==> config.mk <==
export PLATFORM = sky130hd
export DESIGN_NAME = srl_delay_line
export DESIGN_NICKNAME = d
export VERILOG_FILES = /design/src/rtl/srl_pkg.sv /design/src/rtl/srl_fill_ctrl.sv /design/src/rtl/srl_delay_line.sv
export SDC_FILE = /design/constraint.sdc
export NUM_CORES = 1
export LEC_CHECK = 0
export CORE_UTILIZATION = 35
export DETAILED_ROUTE_END_ITERATION = 7
export DONT_BUFFER_PORTS = 1
export PLACE_DENSITY_LB_ADDON = 0.2
export SLEW_MARGIN = 25
export SYNTH_ARGS = -nofsm -noshare
export SYNTH_HDL_FRONTEND = slang
export SYNTH_SLANG_ARGS = --single-unit
==> constraint.sdc <==
create_clock -name clk -period 26.5 [get_ports clk]
set_clock_uncertainty 0.2 [all_clocks]
set_input_delay 3.975 -clock clk [delete_from_list [all_inputs] [get_ports clk]]
set_output_delay 3.975 -clock clk [all_outputs]
set_load 0.05 [all_outputs]
==> src/rtl/srl_pkg.sv <==
// Shared types and width helpers for the SRL delay line and its fill controller.
package srl_pkg;

  typedef enum logic {FILL = 1'b0, PRIMED = 1'b1} fill_state_t;

  function automatic int clog2(input int v);
    int r;
    r = 0;
    while ((1 << r) < v) r++;
    return r;
  endfunction

  // Delay values span 0..max_depth inclusive.
  function automatic int dw_of(input int max_depth);
    return clog2(max_depth + 1);
  endfunction

endpackage

==> src/rtl/srl_fill_ctrl.sv <==
// Fill-control FSM: tracks ce-qualified shifts since reset/load and holds the active delay.
module srl_fill_ctrl
  import srl_pkg::*;
#(
  parameter int C_MAX_DEPTH   = 32,
  parameter int C_RESET_DELAY = 1,
  parameter int DW            = dw_of(C_MAX_DEPTH)
) (
  input  logic          clk,
  input  logic          rst,
  input  logic          ce,
  input  logic          delay_load,
  input  logic [DW-1:0] delay_sel,
  output logic [DW-1:0] delay_cfg,
  output logic          primed
);

  localparam logic [DW-1:0] MAXD    = DW'(C_MAX_DEPTH);
  localparam logic [DW-1:0] RST_CFG = DW'(C_RESET_DELAY);

  fill_state_t   state;
  logic [DW-1:0] fill;
  logic [DW-1:0] fill_nxt;
  logic [DW-1:0] sel_clamped;

  assign sel_clamped = (delay_sel > MAXD) ? MAXD : delay_sel;
  // Counter saturates so it can never wrap back under delay_cfg.
  assign fill_nxt    = (fill == MAXD) ? fill : fill + 1'b1;

  always_ff @(posedge clk) begin
    if (rst) begin
      delay_cfg <= RST_CFG;
      fill      <= '0;
      state     <= (C_RESET_DELAY == 0) ? PRIMED : FILL;
    end else if (delay_load) begin
      delay_cfg <= sel_clamped;
      fill      <= '0;
      state     <= (sel_clamped == '0) ? PRIMED : FILL;
    end else if (ce) begin
      fill <= fill_nxt;
      if (state == FILL && fill_nxt >= delay_cfg) state <= PRIMED;
    end
  end

  assign primed = (state == PRIMED);

endmodule

==> src/rtl/srl_delay_line.sv <==
// Programmable-depth data delay line built for SRL inference.
// Optional valid tracking chain enabled by defining SRL_DELAY_VALID_TRACK_EN.
module srl_delay_line
  import srl_pkg::*;
#(
  parameter int C_DATA_WIDTH  = 16,
  parameter int C_MAX_DEPTH   = 32,
  parameter int C_RESET_DELAY = 1,
  localparam int DW           = dw_of(C_MAX_DEPTH)
) (
  input  logic                    clk,
  input  logic                    rst,
  input  logic                    ce,
  input  logic                    delay_load,
  input  logic [DW-1:0]           delay_sel,
  input  logic [C_DATA_WIDTH-1:0] data_in,
  input  logic                    valid_in,
  output logic [C_DATA_WIDTH-1:0] data_out,
  output logic                    valid_out,
  output logic                    primed,
  output logic [DW-1:0]           delay_cfg
);

  logic [C_MAX_DEPTH-1:0][C_DATA_WIDTH-1:0] stages;
  logic [C_DATA_WIDTH-1:0] tap_d;
  logic                    tap_v;
  logic                    line_valid;

  srl_fill_ctrl #(
    .C_MAX_DEPTH  (C_MAX_DEPTH),
    .C_RESET_DELAY(C_RESET_DELAY),
    .DW           (DW)
  ) u_fill_ctrl (
    .clk       (clk),
    .rst       (rst),
    .ce        (ce),
    .delay_load(delay_load),
    .delay_sel (delay_sel),
    .delay_cfg (delay_cfg),
    .primed    (primed)
  );

  // No reset on the data array so it maps onto shift-register primitives.
  always_ff @(posedge clk) begin
    if (ce && !delay_load) begin
      stages[0] <= data_in;
      for (int i = 1; i < C_MAX_DEPTH; i++) stages[i] <= stages[i-1];
    end
  end

`ifdef SRL_DELAY_VALID_TRACK_EN
  logic [C_MAX_DEPTH-1:0] vchain;

  always_ff @(posedge clk) begin
    if (rst || delay_load) begin
      vchain <= '0;
    end else if (ce) begin
      vchain[0] <= valid_in;
      for (int i = 1; i < C_MAX_DEPTH; i++) vchain[i] <= vchain[i-1];
    end
  end
`else
  logic unused_valid_in;
  assign unused_valid_in = valid_in;
`endif

  always_comb begin
    tap_d = '0;
    tap_v = 1'b0;
    for (int i = 0; i < C_MAX_DEPTH; i++) begin
      if (delay_cfg == DW'(i + 1)) begin
        tap_d = stages[i];
`ifdef SRL_DELAY_VALID_TRACK_EN
        tap_v = vchain[i];
`endif
      end
    end
  end

  always_comb begin
`ifdef SRL_DELAY_VALID_TRACK_EN
    line_valid = (delay_cfg == '0) ? valid_in : tap_v;
`else
    line_valid = primed;
`endif
    valid_out = line_valid;
    // Outputs are forced to zero when invalid, which also hides the unreset array.
    if (!line_valid)           data_out = '0;
    else if (delay_cfg == '0)  data_out = data_in;
    else                       data_out = tap_d;
  end

endmodule

# Word level (Yosys, flattened, before mapping)
# Index checks and enable logic that the tools add are counted.
dict set report word_totals {
  output_inout_bits 24
  register_bits 525
}
dict set report classes {
  magnitude_cmp 2
  eq_ne 33
  reduce_logical 9
  muxes 40
  add_sub_neg 1
  bitwise 1
}
# op n
set op_table {}
lappend op_table {{$mux W16} 34}
lappend op_table {{$eq A6 B5 Y1 const B} 16}
lappend op_table {{$eq A6 B4 Y1 const B} 8}
lappend op_table {{$eq A6 B3 Y1 const B} 4}
lappend op_table {{$eq A6 B2 Y1 const B} 2}
lappend op_table {{$eq A6 B6 Y1 const B} 2}
lappend op_table {{$logic_not A6 Y1} 2}
lappend op_table {{$mux W6} 2}
lappend op_table {{$add A6 B1 Y6 const B} 1}
lappend op_table {{$eq A6 B1 Y1 const B} 1}
lappend op_table {{$ge A6 B6 Y1} 1}
lappend op_table {{$gt A6 B6 Y1 const B} 1}
lappend op_table {{$mux W1} 4}
lappend op_table {{$reduce_bool A2 Y1} 2}
lappend op_table {{$logic_and A1 B1 Y1} 2}
lappend op_table {{$reduce_and A2 Y1} 1}
lappend op_table {{$reduce_or A2 Y1} 1}
lappend op_table {{$logic_not A1 Y1} 1}
lappend op_table {{$not A1 Y1} 1}

# Longest topological paths before layout
dict set report depth {
  ltp_word 35
  mapped_depth 13
  depth_no_buf 13
}

# Modules after synthesis
# From an unflattened synthesis, not the netlist that was laid out.
dict set report hier_totals {
  hier_cells 1432
  area_unflattened_um2 21433.1
}
# mod area_each_um2 seq_area_each_um2 instances cells_per_inst
set modules_own_cells {}
lappend modules_own_cells {srl_delay_line 20639.8 15374.7 1 1335}
lappend modules_own_cells {srl_fill_ctrl 793.3 260.2 1 97}

# Worst setup path after synthesis
# Ideal clock, no wire load.
dict set report synth_path {
  path_kind {input -> register}
  startpoint {input ce}
  endpoint {register stages[0] (netlist name) (enable)}
  setup_slack_ns -1.817
  arrival_ns 26.662
  cell_stages 2
  n_path_buf 1
  required_time_ns 24.845
  cell_sequence {clkbuf_1 nor2b_1}
}
dict set report synth_between {
  elab_chain_len 1
}
# item line
set synth_lines {}
lappend synth_lines {{start: declaration} srl_delay_line.sv:13} ;# input logic ce,
lappend synth_lines {{$logic_and A1 B1 Y1} srl_delay_line.sv:45} ;# if (ce && !delay_load) begin
lappend synth_lines {{end: declaration} srl_delay_line.sv:24} ;# logic [C_MAX_DEPTH-1:0][C_DATA_WIDTH-1:0] stages;
# No other way between the ends.
# A chain may end at the register's enable or synchronous reset.

# Final worst setup path
dict set report layout_path {
  startpoint {input data_in[15]}
  endpoint {output data_out[15]}
}
dict set report layout_between {
  elab_chain_len 2
}
# item line
set layout_lines {}
lappend layout_lines {{start: declaration} srl_delay_line.sv:16} ;# input logic [C_DATA_WIDTH-1:0] data_in,
lappend layout_lines {{$mux W16} srl_delay_line.sv:89} ;# else if (delay_cfg == '0) data_out = data_in;
lappend layout_lines {{$mux W16} srl_delay_line.sv:88} ;# if (!line_valid) data_out = '0;
lappend layout_lines {{end: declaration} srl_delay_line.sv:18} ;# output logic [C_DATA_WIDTH-1:0] data_out,
# No other way between the ends.

==> results.txt <==
Worst setup SP type: input port
FP Rows: 89
Initial antenna violation count: 6
Worst EP required: 22.32 ns
Skew-Pair Late Insertion Delay: 0.61 ns
Post-CTS setup buffers: 0
GRT Overall Usage: 20.2%
Vias per cell: 5.75
Clock Path Buffers: 3
Endpoints failing setup: 0
Worst path buffer plus inverter count: 0
Slew @ Worst Pin: 1.05 ns
DIE AREA: 61200 um2
DIE WIDTH: 247 um
Crit path kind: input port to primary output
Root Driver: clkbuf_16
Final ANT Viol Nets: 0
Yosys warning count: 0
Number of global-route vias before repair: 12.3k
Drc violations: 0
Synth Cell Area: 21100 um2
Fillers: 5428
DR vias: 12.8k
Placer Congestion: 0.830
Non-Filler Instances: 2230
Post-Route WL: 61600 um
Maxcap violations: 0
First-pass GRT wire length: 88900 um
Worst-path clk slew: 0.06 ns
Chip Height: 247 um
Sequential area share after synthesis: 74.2%
Fin. max-slew vios: 0
Type of the worst min-delay path: register to register
Fin. Hold Viols: 0
CTS Buf Count: 55
DRT Pass-1 Iters: 8
Detail Placement HPWL: 39400 um
Largest net degree at the start of global routing: 211
RSZ-0062 raised after global routing: false
CP peak stage delay: 0.83 ns
Outcome: completed
Port Buf Inserts: 0
Wire per inst: 27.6 um
CP arrival: 5.15 ns
Register bit total from synthesis: 525
Initial core utilization: 35.6%
Slowest CP cell: o21ai_1
Setup TNS: 0 ns
Syn-to-layout area delta: 13.2%
Post-synthesis cell count: 1386
Io pins: 51
Mean post-synth cell area: 15.2 um2
Leak pwr: 0.00764 uW
Clk sinks: 525
Hold Buf Count CTS: 0
Core Region: 59200 um2
Worst setup EP type: primary output
Post-synth top flop: edfxtp_1
EDFF count, synth: 512
Worst vdd ir: 0.0413 mV
CP Cell Sequence: o22ai_1, nor2_1, o221ai_1, o21ai_1
Fmax: 107 MHz
Asr flop ratio synth: 0%
Max transition margin: 29.0%
Syn_nets: 1421
Power Density: 77.1 nW/um2
Crit path time final: 9.32 ns
Nets: 1446
Period utilisation layout: 35.2%
Cells after DPL: 2125
Synth cell types: 82
1st-iter DRT viols: 1628
CP Max Fanout: 3
H-tree depth: 2
Post-CTS resize count: 0
Grt ovf: 0
Cell family with most CP delay: compound AO/OA/AOI/OAI gates
Share of cells above drive strength 1: 12.5%
CTS tree: done
-- registers in the layout, indices dropped and copies added, names as in the netlist --
register	cells
stages	512
u_fill_ctrl.delay_cfg	6
u_fill_ctrl.fill	6
u_fill_ctrl.primed	1
-- layout make-up --
cell class	instances	area, um2	area share (%)
flip-flops and latches	525	15600	65.6
well taps	773	967	4.05
multi-input cells	773	5010	21.0
inverters	12	45.0	0.189
clock inverters	31	338	1.42
repair buffers	44	395	1.66
clock buffers	69	1450	6.07
diodes	3	7.51	0.0315
-- placed cells by master, fill, tap and decap left out, drive strengths merged, types with 5 or more instances in the layout --
cell,count
o2111ai,6
inv,15
ha,8
buf,44
nor2,97
a221o,7
a222oi,10
a22o,10
clkbuf,69
nand2b,18
mux2i,22
and3,12
a211oi,8
nor3,16
o221ai,19
clkinv,19
o21ai,73
xor2,5
or4b,5
nand3,22
o22ai,23
dfxtp,13
nor4,12
nand4,13
o21a,5
bufinv,7
a22oi,88
nor2b,14
a31oi,7
a221oi,26
mux2,6
nand2,94
a21oi,80
edfxtp,512
-- report_power, final --
| part | switching [uW] | internal [uW] | total (uW) | leakage, uW |
|---|---|---|---|---|
| Combinational | 66.2 | 24.1 | 90.2 | 0.00185 |
| Sequential | 21.6 | 946 | 967 | 0.00491 |
| Clock | 326 | 455 | 781 | 0.000877 |
-- path summary, 6_finish.rpt --
check                                             start                              end  cells after the start  slack [ns]
setup / recovery                            data_in[15]                     data_out[15]                      4       17.18
hold / removal                    stages[311]$_DFFE_PP_            stages[327]$_DFFE_PP_                      0        0.24
setup reg to reg  u_fill_ctrl.delay_cfg[0]$_SDFFE_PP1P_  u_fill_ctrl.primed$_SDFFE_PP0P_                      9       23.57
hold reg to reg                   stages[311]$_DFFE_PP_            stages[327]$_DFFE_PP_                      0        0.24
-- per-layer routing --
layer,global-route usage [%],up-vias,part of all wire [%]
met5,0,-,0.042
met4,5.00,4,2.0
met3,4.89,80,8.1
met2,30.8,521,46
met1,28.8,6577,44
li1,-,5636,-
-- Yosys cell counts (all sizes together), types with 4 or more instances --
library cell / instances / share of area (%)
a2111oi: 4 / 0.20
a211oi: 8 / 0.28
a21o: 4 / 0.14
a21oi: 80 / 1.9
a221o: 7 / 0.33
a221oi: 26 / 1.1
a222oi: 10 / 0.47
a22o: 10 / 0.42
a22oi: 88 / 3.1
a31oi: 7 / 0.21
and3: 12 / 0.36
buf: 53 / 1.7
clkbuf: 23 / 0.41
dfxtp: 13 / 1.2
edfxtp: 512 / 73
ha: 8 / 0.47
inv: 12 / 0.21
mux2: 6 / 0.32
mux2i: 22 / 1.0
nand2: 94 / 1.7
nand2b: 18 / 0.53
nand3: 22 / 0.52
nand4: 13 / 0.39
nor2: 97 / 2.0
nor2b: 14 / 0.43
nor3: 16 / 0.40
nor4: 12 / 0.53
nor4b: 4 / 0.30
o2111ai: 6 / 0.25
o211ai: 4 / 0.14
o21a: 5 / 0.18
o21ai: 73 / 1.7
o221ai: 19 / 0.79
o22ai: 23 / 0.68
o31ai: 4 / 0.14
or2: 4 / 0.12
or4b: 5 / 0.27
xnor2: 4 / 0.17
xor2: 5 / 0.21
-- logic make-up after synthesis --
family | share of synthesized area, %
flops | 74.2
compound gates | 12.9
buf+inv | 2.28
simple gates | 8.40
xor+xnor | 0.374
fa+ha+maj | 0.475
mux | 1.36
-- through the flow --
step                      cell area, um2  hold WS (ns)  setup slack, ns  utilization (%)  total power, uW
final                              23900         0.239            17.18             40.3             1840
after CTS                          23800         0.242            17.17             40.2             1850
after global placement             22000         0.223            17.18             37.2             1070
after detailed placement           22000         0.228            17.17             37.2             1070
after global routing               23900         0.250            17.08             40.3             1890
after floorplan                    21100         0.217             8.17                -             1050
-- worst reg2reg max path: cells and delay by family, from the launching register on --
| family | cells | cell delay [ns] |
|---|---|---|
| AO/OA/AOI/OAI | 5 | 0.80 |
| buffers and inverters | 1 | 0.64 |
| flip-flops | 1 | 0.58 |
| adder cells (fa/ha/maj) | 1 | 0.37 |
| AND/OR/NAND/NOR | 2 | 0.20 |
No activity file was read; power rests on OpenSTA's default activity.
